### src/rtl/packet_tx.sv
// packet_tx: reply packet serializer (opcode, 0x00, LE length, payload); define PACKET_TX_CHECKSUM_EN to append an XOR trailer
module packet_tx #(
  parameter int WORD_W = 32
) (
  input  logic              clk_i,
  input  logic              rst_ni,
  input  logic              start_valid_i,
  output logic              start_ready_o,
  input  logic [7:0]        opcode_i,
  input  logic [15:0]       payload_len_i,
  input  logic              word_valid_i,
  output logic              word_ready_o,
  input  logic [WORD_W-1:0] word_i,
  output logic              tx_valid_o,
  input  logic              tx_ready_i,
  output logic [7:0]        tx_data_o,
  output logic              busy_o,
  output logic              len_err_o
);
  localparam int NB = WORD_W / 8;
  localparam int CW = $clog2(NB + 1);
`ifdef PACKET_TX_CHECKSUM_EN
  localparam bit          CK   = 1'b1;
  localparam logic [15:0] MAXP = 16'hFFFA;
`else
  localparam bit          CK   = 1'b0;
  localparam logic [15:0] MAXP = 16'hFFFB;
`endif
  localparam logic [15:0] HDR = CK ? 16'd5 : 16'd4;
  typedef enum logic [2:0] {
    IDLE, TX_OPCODE, TX_RESERVED, TX_LENGTH_LSB, TX_LENGTH_MSB, LOAD_WORD, TX_PAYLOAD, TX_CHECKSUM
  } state_t;
  state_t            r_state, w_state_n, w_tail;
  logic [15:0]       r_len, r_rem, w_plen;
  logic [WORD_W-1:0] r_shift, w_shift_n;
  logic [CW-1:0]     r_cnt;
  logic [7:0]        r_csum, r_tx_data, w_data_n;
  logic              r_tx_valid, r_len_err, w_start, w_tx_hs, w_word_hs;
  assign w_start       = start_valid_i && r_state == IDLE;
  assign w_tx_hs       = r_tx_valid && tx_ready_i;
  assign w_word_hs     = word_valid_i && r_state == LOAD_WORD;
  assign w_plen        = payload_len_i > MAXP ? MAXP : payload_len_i;
  assign w_shift_n     = r_shift >> 8;
  assign w_tail        = CK ? TX_CHECKSUM : IDLE;
  assign start_ready_o = r_state == IDLE;
  assign word_ready_o  = r_state == LOAD_WORD;
  assign busy_o        = r_state != IDLE;
  assign tx_valid_o    = r_tx_valid;
  assign tx_data_o     = r_tx_data;
  assign len_err_o     = r_len_err;
  // next byte is computed alongside next state so tx_data_o can be a plain register
  always_comb begin
    w_state_n = r_state;
    w_data_n  = r_tx_data;
    case (r_state)
      IDLE: if (w_start) begin
        w_state_n = TX_OPCODE;
        w_data_n  = opcode_i;
      end
      TX_OPCODE: if (w_tx_hs) begin
        w_state_n = TX_RESERVED;
        w_data_n  = 8'h00;
      end
      TX_RESERVED: if (w_tx_hs) begin
        w_state_n = TX_LENGTH_LSB;
        w_data_n  = r_len[7:0];
      end
      TX_LENGTH_LSB: if (w_tx_hs) begin
        w_state_n = TX_LENGTH_MSB;
        w_data_n  = r_len[15:8];
      end
      TX_LENGTH_MSB: if (w_tx_hs) begin
        w_state_n = r_rem == 16'd0 ? w_tail : LOAD_WORD;
        w_data_n  = r_csum ^ r_tx_data;
      end
      LOAD_WORD: if (w_word_hs) begin
        w_state_n = TX_PAYLOAD;
        w_data_n  = word_i[7:0];
      end
      TX_PAYLOAD: if (w_tx_hs) begin
        w_state_n = r_rem == 16'd1 ? w_tail : r_cnt == CW'(1) ? LOAD_WORD : TX_PAYLOAD;
        w_data_n  = r_rem == 16'd1 ? r_csum ^ r_tx_data : w_shift_n[7:0];
      end
      TX_CHECKSUM: if (w_tx_hs) w_state_n = IDLE;
      default: w_state_n = IDLE;
    endcase
  end
  always_ff @(posedge clk_i) begin
    if (!rst_ni) begin
      r_state    <= IDLE;
      r_tx_data  <= 8'h00;
      r_tx_valid <= 1'b0;
      r_len_err  <= 1'b0;
      r_len      <= 16'd0;
      r_rem      <= 16'd0;
      r_csum     <= 8'h00;
      r_shift    <= '0;
      r_cnt      <= '0;
    end else begin
      r_state    <= w_state_n;
      r_tx_data  <= w_data_n;
      r_tx_valid <= !(w_state_n inside {IDLE, LOAD_WORD});
      r_len_err  <= w_start && payload_len_i > MAXP;
      if (w_start) begin
        r_len  <= w_plen + HDR;
        r_rem  <= w_plen;
        r_csum <= 8'h00;
      end else if (w_tx_hs) begin
        r_csum <= r_csum ^ r_tx_data;
      end
      if (w_word_hs) begin
        r_shift <= word_i;
        r_cnt   <= CW'(NB);
      end else if (w_tx_hs && r_state == TX_PAYLOAD) begin
        r_shift <= w_shift_n;
        r_cnt   <= r_cnt - CW'(1);
        r_rem   <= r_rem - 16'd1;
      end
    end
  end
endmodule
### config.mk
export PLATFORM = sky130hd
export DESIGN_NAME = packet_tx
export DESIGN_NICKNAME = d
export VERILOG_FILES = /design/src/rtl/packet_tx.sv
export SDC_FILE = /design/constraint.sdc
export NUM_CORES = 1
export LEC_CHECK = 0
export BUFFER_PORTS_ARGS = -buffer_cell sky130_fd_sc_hd__buf_2
export CORE_ASPECT_RATIO = 0.9
export CORE_MARGIN = 2
export CORE_UTILIZATION = 58
export DETAILED_ROUTE_END_ITERATION = 10
export GPL_TIMING_DRIVEN = 0
export PLACE_DENSITY = 0.82
export SETUP_SLACK_MARGIN = 0.5
export SLEW_MARGIN = 20
export SYNTH_ARGS = -nofsm -noshare
export SYNTH_HDL_FRONTEND = slang
export SYNTH_SLANG_ARGS = --single-unit
### constraint.sdc
create_clock -name clk_i -period 4.31 [get_ports clk_i]
set_input_delay 0.431 -clock clk_i [delete_from_list [all_inputs] [get_ports clk_i]]
set_output_delay 0.431 -clock clk_i [all_outputs]
set_load 0.02 [all_outputs]
==> impl_results.md <==
* Worst slew margin at 44.9%
* Crit path launch type: primary input
* Clock skew at approximately 0.011 ns
* P_leak at 1.83 nW
* Final Max Slew Viols at 0
* CTS tree: yes
* Largest net degree at the start of global routing at 16
* Placed cell areas at 4800 µm²
* GRT overflow at 0
* Die area at 8150 µm²
* R2r setup slk at 2.05 ns
* Register area share after synthesis at 37.1%
* Yosys top cell by area: dfxtp_1
* Initial antenna violation count at 0
* Clock network power share at between 30% and 40%
* Synthesized Nets at 629
* Achievable Freq at 0.419 GHz
* Final worst-path cycle share at 55.3%
* Combinational share of power at 19.5%
* Status: completed
* CP startpoint: payload_len_i[8]
* Nets at 713
* Final wirelength at 12800 µm
* FF/Latch Area at 1600 µm²
* Layout Utilization at a little over two thirds
* Fin Setup TNS at 0 ns
* Peak supply drop at 239 µV
* Bufs on Longest Clock Path at 2
* Register bit total from synthesis at 80
* Reg2reg end: r_shift[27]
* Gr usage total at 32.3%
* First-pass GRT wire length at roughly 21000 µm
* Synth top area cells: dfxtp_1 37%, nor2_1 7.0%, a21oi_1 6.5%
* Max-Cap Viols at 0
* Worst Hold Slack at 0.312 ns
* Num CTS Buffers at 9
* Clock root buffer: clkbuf_8
* DRC at 0
* Initial Util at between 60 and 70%
* Endpoints failing hold at 0
* Syn Area/Cell at 7.68 µm²
* Worst Setup End Kind: flop
* Share of cells above drive strength 1 at 17.2%
* Post-CTS sizing at 0
* Routability cong. at between 1 and 1.5
* Initial DRT Pass Iterations at 5
* Yosys top cell area share at 37.1%
* Worst-Skew Late Latency at 0.36 ns
* Pwr Density at 351 nW/µm²
* Min-delay worst type: in -> reg
* H-tree levels at 3
* Multi-input logic area at 2470 µm²
* R2R depth at 7
* Final min period at 2.38 ns
* Via density at 6.14
* Internal at between 1 and 1.5 mW
* CP endpoint: r_len[12]
* Clock Pin Slew Worst Setup and Hold Paths at approximately 0.090 ns
* Top Ports at 74
* WL/cell at about 17 µm
* Vias in the first global route at 4275
* Initial DRC Count at 397
* RSZ-0062 raised after global routing: false
* Die Span X at approximately 95 µm
* Input/output buffers at 73
* Core area at a little over 7000 µm²
* Switching Fraction at a little under a third
* Vias at 4565
* Signal arrival time at the worst endpoint at 2.61 ns
* Hold-fix buffers, CTS at 0
* Sequential Power Share at 46.8%
* HPWL Detailed at 9560 µm
* Crit path required time at about 4.5 ns
* Ys flop type: dfxtp_1
* Mapped Cells at 562
* EDFF count, synth at 0
* Routed Antenna Nets at 0
* Clock sink count at 80
* Worst-Margin Slew at 0.824 ns
* Final-layout fill cell count at approximately 620
* # rows at 29
* Switching power at 0.554 mW
* Layout Area Growth over Synthesis at 16.1%
* Mapped Area at between 4000 and 5000 µm²
* Postcts setup bufs at 0
* Ys Warns at 0
* CP max FO at 5
* N_diodes at 0
* Fin area at 5010 µm²
* Die H at around 86 µm
* Async SR Flop Fraction at 0%
* Synth unique cells at 54
* Crit Path Category: in -> reg
* R2r startpoint: r_state[2]
* Final-report setup violation count at 0
[synth_stat cells (2+ instances only)]
library cell and n:
nor2_1 81, dfxtp_1 80, nand3_1 11, buf_2 9
clkbuf_8 4, nor3_1 14, o31ai_1 3, clkbuf_1 24
o21ai_1 8, a211oi_1 21, a221oi_1 2, nand2b_1 9
xor2_1 15, a31oi_1 13, o21ai_0 40, nand4_1 4
nand2_1 64, xnor2_1 14, a311oi_1 4, o2111ai_1 2
a22oi_1 24, nand4b_1 2, inv_1 7, o211ai_1 4
nor4_1 3, nor2b_1 3, ha_1 6, and2_1 5
and3_1 2, or3_1 4, a21oi_1 56, nor3b_1 2
[cell type report]
type                            instances  share of cell area, %
Clock buffer                           10                   2.75
Inverter                                7                  0.524
Sequential cell                        80                   32.0
Multi-Input combinational cell        435                   49.4
Clock inverter                          6                   1.52
Buffer                                 40                   4.24
Tap cell                               93                   2.32
Timing Repair Buffer                   73                   7.29
[stage by stage]
stage | power, mW | worst slack (ns) | instances
after floorplan | 1.06 | 2.28 | 562
after global placement | 1.17 | 1.65 | 728
after detailed placement | 1.17 | 1.63 | 728
after CTS | 1.76 | 2.00 | 744
after global routing | 1.84 | 1.80 | 744
final | 1.76 | 1.93 | 744
[per-layer routing]
layer	GRT usage [%]	part of all wire, %	up-vias
met5	0	0	-
met4	9.22	1.8	0
met3	8.26	10	24
met2	50.0	44	239
met1	44.8	44	2131
li1	-	-	2171
[state kept, by name, summed over array words and instances, names as in the netlist]
name        count
r_rem          16
tx_data_o       8
r_state         3
tx_valid_o      1
r_shift        24
r_cnt           3
r_len          16
len_err_o       1
r_csum          8
[worst min path at each step]
| stage | startpoint | end | cells past startpoint |
|---|---|---|---|
| 2_1_floorplan | r_len[0] | r_len[0] | 2 |
| 3_3_place_gp | r_shift[10] | r_shift[10] | 2 |
| 3_5_place_dp | r_shift[11] | r_shift[11] | 2 |
| 4_1_cts | word_i[15] | r_shift[15] | 3 |
| 5_1_grt | word_i[15] | r_shift[15] | 3 |
| 6_report | word_i[15] | r_shift[15] | 3 |
[cell usage in the layout (no fill, tap or decap), types with 2 or more instances in the layout]
cell type / netlist / layout
clkbuf_1: 24 / 24
o21ai_0: 40 / 40
o21ai_1: 8 / 8
a221oi_1: 2 / 2
nor3_1: 14 / 14
a31oi_1: 13 / 13
and3_1: 2 / 2
and2_1: 5 / 5
ha_1: 6 / 6
nand4b_1: 2 / 2
nand4_1: 4 / 4
o2111ai_1: 2 / 2
inv_1: 7 / 7
a311oi_1: 4 / 4
xor2_1: 15 / 15
a21oi_1: 56 / 56
clkbuf_8: 4 / 14
nand2_1: 64 / 64
nor4_1: 3 / 3
a22oi_1: 24 / 24
nor3b_1: 2 / 2
o211ai_1: 4 / 4
buf_2: 9 / 82
or3_1: 4 / 4
o31ai_1: 3 / 3
a211oi_1: 21 / 21
xnor2_1: 14 / 14
nand3_1: 11 / 11
nand2b_1: 9 / 9
nor2_1: 81 / 81
dfxtp_1: 80 / 80
nor2b_1: 3 / 3
clkinv_4: 0 / 3
[cell families after synthesis]
| family | after synthesis | share of synthesized area (%) |
|---|---|---|
| compound gates | 184 | 26.1 |
| simple gates | 215 | 23.4 |
| flops | 80 | 37.1 |
| buf+inv | 47 | 5.54 |
| xor+xnor | 29 | 5.89 |
| fa+ha+maj | 6 | 1.74 |
| mux | 1 | 0.232 |
[power groups by stage]
stage,Combinational [mW],Sequential (mW),Clock [mW]
final,0.343,0.823,0.593
after global routing,0.377,0.829,0.629
after CTS,0.337,0.821,0.603
after detailed placement,0.336,0.838,0
after global placement,0.332,0.835,0
after floorplan,0.215,0.840,0
[worst max-delay path, cell delays in order]
cell and delay (ns):
buf_2 0.14, nand4_1 0.17, or3_1 0.45, nor2_1 0.33
nor2b_1 0.16, ha_1 0.25, nand4_1 0.16, nor2_1 0.11
nand2_1 0.09, xor2_1 0.21, a211oi_1 0.10
Note: power is estimated with default switching activity, not from simulation.
